`src/rtl/regfile_write_port.sv`:
```
// Write side of the register file: r1-r31 written by the pipeline writeback (priority)
// or by a 2-entry buffered I/O source; all 32 registers are exposed on data_regs.
module regfile_write_port (
   input  logic          clock,
   input  logic          ctrl_reset,
   input  logic          ctrl_writeEnable,
   input  logic [4:0]    ctrl_writeReg,
   input  logic [31:0]   data_writeReg,
   input  logic          io_valid,
   output logic          io_ready,
   input  logic [4:0]    io_reg,
   input  logic [31:0]   io_data,
   output logic [1:0]    io_pending,
   output logic          io_commit,
   output logic [4:0]    io_commit_reg,
   output logic [1023:0] data_regs
);

   logic [31:0] r_regs      [1:31];
   logic [4:0]  r_fifo_reg  [0:1];
   logic [31:0] r_fifo_data [0:1];
   logic        r_head;
   logic        r_tail;
   logic [1:0]  r_pending;
   logic        r_commit;
   logic [4:0]  r_commit_reg;

   logic        w_busy;
   logic        w_push;
   logic        w_retire;
   logic [4:0]  w_head_reg;
   logic [31:0] w_head_data;
   logic        w_wr_en;
   logic [4:0]  w_wr_addr;
   logic [31:0] w_wr_data;

   assign w_busy      = ctrl_writeEnable && (ctrl_writeReg != 5'd0);
   assign io_ready    = !ctrl_reset && (r_pending != 2'd2);
   assign w_push      = io_valid && io_ready;
   assign w_retire    = (r_pending != 2'd0) && !w_busy;
   assign w_head_reg  = r_fifo_reg[r_head];
   assign w_head_data = r_fifo_data[r_head];

   // Single write port: pipeline wins; a retiring r0 entry is dropped here.
   always_comb begin
      w_wr_en   = 1'b0;
      w_wr_addr = 5'd0;
      w_wr_data = 32'd0;
      if (w_busy) begin
         w_wr_en   = 1'b1;
         w_wr_addr = ctrl_writeReg;
         w_wr_data = data_writeReg;
      end else if (w_retire && (w_head_reg != 5'd0)) begin
         w_wr_en   = 1'b1;
         w_wr_addr = w_head_reg;
         w_wr_data = w_head_data;
      end else begin
         w_wr_en   = 1'b0;
         w_wr_addr = 5'd0;
         w_wr_data = 32'd0;
      end
   end

   // Register array r1-r31.
   always_ff @(posedge clock) begin
      for (int i = 1; i < 32; i++) begin
         if (ctrl_reset) begin
            r_regs[i] <= 32'd0;
         end else if (w_wr_en && (w_wr_addr == 5'(i))) begin
            r_regs[i] <= w_wr_data;
         end
      end
   end

   // I/O FIFO storage and pointers; a push lands behind any entry still held.
   always_ff @(posedge clock) begin
      if (ctrl_reset) begin
         r_head         <= 1'b0;
         r_tail         <= 1'b0;
         r_fifo_reg[0]  <= 5'd0;
         r_fifo_reg[1]  <= 5'd0;
         r_fifo_data[0] <= 32'd0;
         r_fifo_data[1] <= 32'd0;
      end else begin
         if (w_push) begin
            r_fifo_reg[r_tail]  <= io_reg;
            r_fifo_data[r_tail] <= io_data;
            r_tail              <= ~r_tail;
         end
         if (w_retire) begin
            r_head <= ~r_head;
         end
      end
   end

   // Occupancy counter.
   always_ff @(posedge clock) begin
      if (ctrl_reset) begin
         r_pending <= 2'd0;
      end else begin
         case ({w_push, w_retire})
            2'b10:   r_pending <= r_pending + 2'd1;
            2'b01:   r_pending <= r_pending - 2'd1;
            default: r_pending <= r_pending;
         endcase
      end
   end

   // Retire pulse and sticky destination of the last retired entry.
   always_ff @(posedge clock) begin
      if (ctrl_reset) begin
         r_commit     <= 1'b0;
         r_commit_reg <= 5'd0;
      end else begin
         r_commit <= w_retire;
         if (w_retire) begin
            r_commit_reg <= w_head_reg;
         end
      end
   end

   assign io_pending    = r_pending;
   assign io_commit     = r_commit;
   assign io_commit_reg = r_commit_reg;

   assign data_regs[31:0] = 32'd0;
   for (genvar g = 1; g < 32; g++) begin : g_out
      assign data_regs[32*g +: 32] = r_regs[g];
   end

endmodule
```
`config.mk`:
```
export PLATFORM = sky130hd
export DESIGN_NAME = regfile_write_port
export DESIGN_NICKNAME = d
export VERILOG_FILES = /design/src/rtl/regfile_write_port.sv
export SDC_FILE = /design/constraint.sdc
export NUM_CORES = 1
export LEC_CHECK = 0
export CORE_AREA = 3 3 437 439
export CTS_CLUSTER_SIZE = 24
export DETAILED_ROUTE_END_ITERATION = 12
export DIE_AREA = 0 0 440 442
export GPL_TIMING_DRIVEN = 0
export HOLD_SLACK_MARGIN = 0.06
export PLACE_DENSITY_LB_ADDON = 0.08
export SLEW_MARGIN = 20
export SYNTH_ARGS = -nofsm -noshare
export SYNTH_HDL_FRONTEND = slang
export SYNTH_SLANG_ARGS = --single-unit
```
`constraint.sdc`:
```
create_clock -name clock -period 5.45 [get_ports clock]
set_clock_uncertainty 0.1 [all_clocks]
set_input_delay 1.635 -clock clock [delete_from_list [all_inputs] [get_ports clock]]
set_output_delay 1.635 -clock clock [all_outputs]
set_load 0.05 [all_outputs]
```
==> summary.txt <==
Status
  • Run status: completed

Power and ir drop
  • Proportion of power drawn by the clock network: 39.3%
  • Switching power share of the total: 31.42%
  • Worst supply voltage drop on vdd: 0.0002504 V
  • Switching power summed over all nets: 7.073 mW
  • Power per unit of standard cell area: 380.6 nW/um^2
  • Comb pwr share: 17.9%
  • Power Internal: 15.44 mW
  • Static leakage: 20.37 nW
  • Flop pwr share: 42.8%

Timing
  • Maximum operating frequency: 188.2 MHz
  • Final setup TNS: 0 ns
  • Relative max-transition margin: 20.60%
  • Count of pins over their slew limit: 0
  • Final number of setup-violating endpoints: 0
  • Fin crit period: 5.314 ns
  • Post-Route Hold Slack: 0.3662 ns
  • RSZ-0062 raised after global routing: false
  • Transition time at the pin with the least slew margin: 1.191 ns
  • Share of the clock period used by the worst path after layout: 97.50%
  • Number of hold violations in the final report: 0

Die
  • Floorplan die height: 442 um
  • Placement Rows: 159
  • CORE AREA: 187600 um^2
  • Top Ports: 1111
  • Die width: 440 um
  • Die area: 194500 um^2
  • Starting density of the core: 21.05%

Logic synthesis
  • Sequential element share of the synthesized area: 81.62%
  • Synthesized area divided by synthesized cell count: 14.82 um^2
  • Post-synth EDFFs: 1066
  • Post-synthesis register bit count: 1077
  • Post-synthesis cell area: 39490 um^2
  • Syn Inst Count: 2665
  • Cell variety after synth: 46
  • Synth Warn #: 0
  • Most used flip-flop cell after synthesis: sky130_fd_sc_hd__edfxtp_1
  • Async set or reset register ratio after synthesis: 0%

Clock network
  • Count of cells resized by post-cts repair: 0
  • TritonCTS buffer count: 139
  • Number of clock sinks seen by CTS: 1077
  • Clock tree from TritonCTS: built
  • Deepest level of the CTS H-tree: 4
  • Post CTS Setup Buffer Count: 0
  • Maximum buffer depth of the clock tree: 3
  • Worst-Skew Late Latency: 0.78 ns
  • Root cell of the clock tree: sky130_fd_sc_hd__clkbuf_16
  • Cts hold-fix bufs: 0
  • Clk slew on worst S/H paths: 0.06 ns

Cells and area
  • Fraction of final layout cells with drive strength greater than 1: 9.993%
  • Area growth from synthesis to layout: 49.75%
  • Final net count: 4051
  • Max reg flops: 992

Placed design
  • Post-DP HPWL: 160.6 mm
  • Final weighted congestion in routability-driven placement: 0.7886
  • # port buffers: 1078

Routing
  • Detailed router's first-iteration violation count: 2104
  • Number of nets with antenna violations after detailed routing: 0
  • Number of vias per cell: 4.143
  • Avg WL per Cell: 32.58 um
  • Final routed wirelength across all metal layers: 214.5 mm
  • Number of vias after detailed routing: 27266
  • Residual DRC: 0
  • Drt first pass iters: 5

Critical path
  • Cell Chain, Critical Path: clkdlybuf4s50_1 > o41a_1 > o31ai_2 > nor2_1 > clkbuf_1 > nand3_1 > clkbuf_1 > nor2_1
  • Critical path's largest stage delay: 0.85 ns
  • Critical path start-end classification: in -> reg
  • Data required time of the critical path: 5.81 ns
  • Data arrival time at the worst-slack endpoint: 5.67 ns
  • Cell with the biggest individual delay on the critical path: sky130_fd_sc_hd__o31ai_2
  • Worst setup SP type: input pin
  • Logic depth of the worst register-to-register path: 8
  • Biggest fanout along the worst timing path: 10
  • Critical path endpoint category: flop

Worst hold path
  • Path class of the lowest-slack min-delay path: reg -> reg
  • Cell depth of the worst hold path: 2

Global routing
  • Via count of the first global-routing pass: 27149
  • Number of antenna violations at the first check in global routing: 17
  • Largest net degree at the start of global routing: 38
  • Congestion Overflow GR: 0
  • All-Layer GR Usage: 21.56%
  • Wire length of the first global-routing pass: 277.5 mm

Run
  • Max cap viols: 0
==> path summary, 6_finish.rpt <==
kind	startpoint	end	slack [ns]
setup reg to reg	io_pending[0]	r_regs[0][509]	1.02
setup / recovery	ctrl_writeReg[3]	r_regs[0][118]	0.14
hold reg to reg	io_commit_reg[1]	io_commit_reg[1]	0.37
hold / removal	io_commit_reg[1]	io_commit_reg[1]	0.37
==> metrics by stage <==
stage / cells / power [mW] / instance area (um^2) / utilization [%] / setup WS (ns)
4_1_cts: 6578 / 22.85 / 59120 / 31.51 / 0.04514
3_3_place_gp: 6269 / 13.80 / 53520 / 28.53 / -3.332
3_5_place_dp: 6326 / 13.93 / 54810 / 29.21 / -0.8291
5_1_grt: 6580 / 23.25 / 59130 / 31.52 / 0.01132
6_report: 6582 / 22.51 / 59140 / 31.52 / 0.1361
2_1_floorplan: 2696 / 11.86 / 39610 / - / 0.1955
==> final cells by class <==
type | count | area (um^2)
antenna | 4 | 10.01
buffer | 272 | 1241
clock buffer | 183 | 3675
clock inverter | 69 | 635.6
fill | 18862 | 128500
inverter | 2 | 7.507
multi-input combinational | 1345 | 6538
sequential | 1077 | 32230
tap | 2495 | 3122
timing repair buffer | 1135 | 11680
==> critical path, delay by kind of cell <==
kind	cells	cell delay, ns
buf+inv	3	1.42
compound gates	2	1.40
simple gates	3	1.19
==> layout by cell type, fill, tap and decap left out, types with 6 or more instances in the layout <==
cell type and count:
sky130_fd_sc_hd__nand2_1 15, sky130_fd_sc_hd__nor2_1 934, sky130_fd_sc_hd__dfxtp_1 11, sky130_fd_sc_hd__clkinv_16 6, sky130_fd_sc_hd__a31o_4 8, sky130_fd_sc_hd__clkinv_8 6, sky130_fd_sc_hd__buf_1 11, sky130_fd_sc_hd__a22oi_2 22
sky130_fd_sc_hd__clkinv_2 13, sky130_fd_sc_hd__conb_1 32, sky130_fd_sc_hd__nand3_1 24, sky130_fd_sc_hd__buf_12 19, sky130_fd_sc_hd__a21oi_1 6, sky130_fd_sc_hd__buf_2 58, sky130_fd_sc_hd__clkinv_1 35, sky130_fd_sc_hd__buf_8 11
sky130_fd_sc_hd__clkdlybuf4s50_1 1078, sky130_fd_sc_hd__clkbuf_2 14, sky130_fd_sc_hd__buf_4 41, sky130_fd_sc_hd__o21bai_4 14, sky130_fd_sc_hd__a22oi_1 10, sky130_fd_sc_hd__buf_6 16, sky130_fd_sc_hd__mux2i_1 37, sky130_fd_sc_hd__and2_1 77
sky130_fd_sc_hd__clkbuf_16 140, sky130_fd_sc_hd__nor3_1 106, sky130_fd_sc_hd__edfxtp_1 1066, sky130_fd_sc_hd__clkbuf_1 197
==> cells in the mapped netlist (3+ instances only) <==
| cell | count | area (um^2) |
|---|---|---|
| sky130_fd_sc_hd__nor2_1 | 934 | 3506 |
| sky130_fd_sc_hd__nand2_1 | 15 | 56.30 |
| sky130_fd_sc_hd__a22oi_1 | 32 | 240.2 |
| sky130_fd_sc_hd__clkbuf_1 | 169 | 634.4 |
| sky130_fd_sc_hd__buf_1 | 11 | 41.29 |
| sky130_fd_sc_hd__mux2i_1 | 37 | 370.4 |
| sky130_fd_sc_hd__o21ai_0 | 4 | 20.02 |
| sky130_fd_sc_hd__nor3_1 | 106 | 530.5 |
| sky130_fd_sc_hd__buf_4 | 35 | 262.8 |
| sky130_fd_sc_hd__and2_1 | 77 | 481.7 |
| sky130_fd_sc_hd__a21oi_1 | 6 | 30.03 |
| sky130_fd_sc_hd__a31o_2 | 10 | 87.58 |
| sky130_fd_sc_hd__buf_2 | 57 | 285.3 |
| sky130_fd_sc_hd__dfxtp_1 | 11 | 220.2 |
| sky130_fd_sc_hd__nand3b_1 | 3 | 22.52 |
| sky130_fd_sc_hd__o21a_1 | 3 | 22.52 |
| sky130_fd_sc_hd__a21o_1 | 9 | 67.56 |
| sky130_fd_sc_hd__edfxtp_1 | 1066 | 32010 |
| sky130_fd_sc_hd__nand3_2 | 5 | 50.05 |
| sky130_fd_sc_hd__o21bai_1 | 14 | 105.1 |
| sky130_fd_sc_hd__a211oi_1 | 3 | 22.52 |
| sky130_fd_sc_hd__nand3_1 | 24 | 120.1 |
| sky130_fd_sc_hd__o2111ai_1 | 4 | 35.03 |
==> logic make-up (layout without fill, tap and decap cells) <==
group / Yosys count / after routing / share of synthesized area (%)
flip-flops: 1077 / 1077 / 81.62
multiplexers: 38 / 38 / 0.9664
other: 1 / 36 / 0.009496
XOR/XNOR: 4 / 4 / 0.08873
adder cells (fa/ha/maj): 1 / 1 / 0.03168
AND/OR/NAND/NOR: 1175 / 1175 / 12.26
buffers and inverters: 274 / 1661 / 3.118
AO/OA/AOI/OAI: 95 / 95 / 1.904
==> power groups by stage <==
stage | Combinational (mW) | Clock, mW | Sequential, mW
2_1_floorplan | 0.790 | 0 | 11.1
3_3_place_gp | 3.96 | 0 | 9.84
3_5_place_dp | 4.12 | 0 | 9.81
4_1_cts | 4.13 | 9.07 | 9.65
5_1_grt | 4.17 | 9.40 | 9.68
6_report | 4.02 | 8.84 | 9.64
==> metal layers <==
metal  GRT usage [%]  part of all wire [%]  vias up
met5               0                 0.021        -
met4           7.219                   3.5        6
met3           5.435                   6.3      243
met2           37.85                    51     1016
met1           25.53                    39    14053
li1                -                     -    11948
No activity file was read; power rests on OpenSTA's default activity.
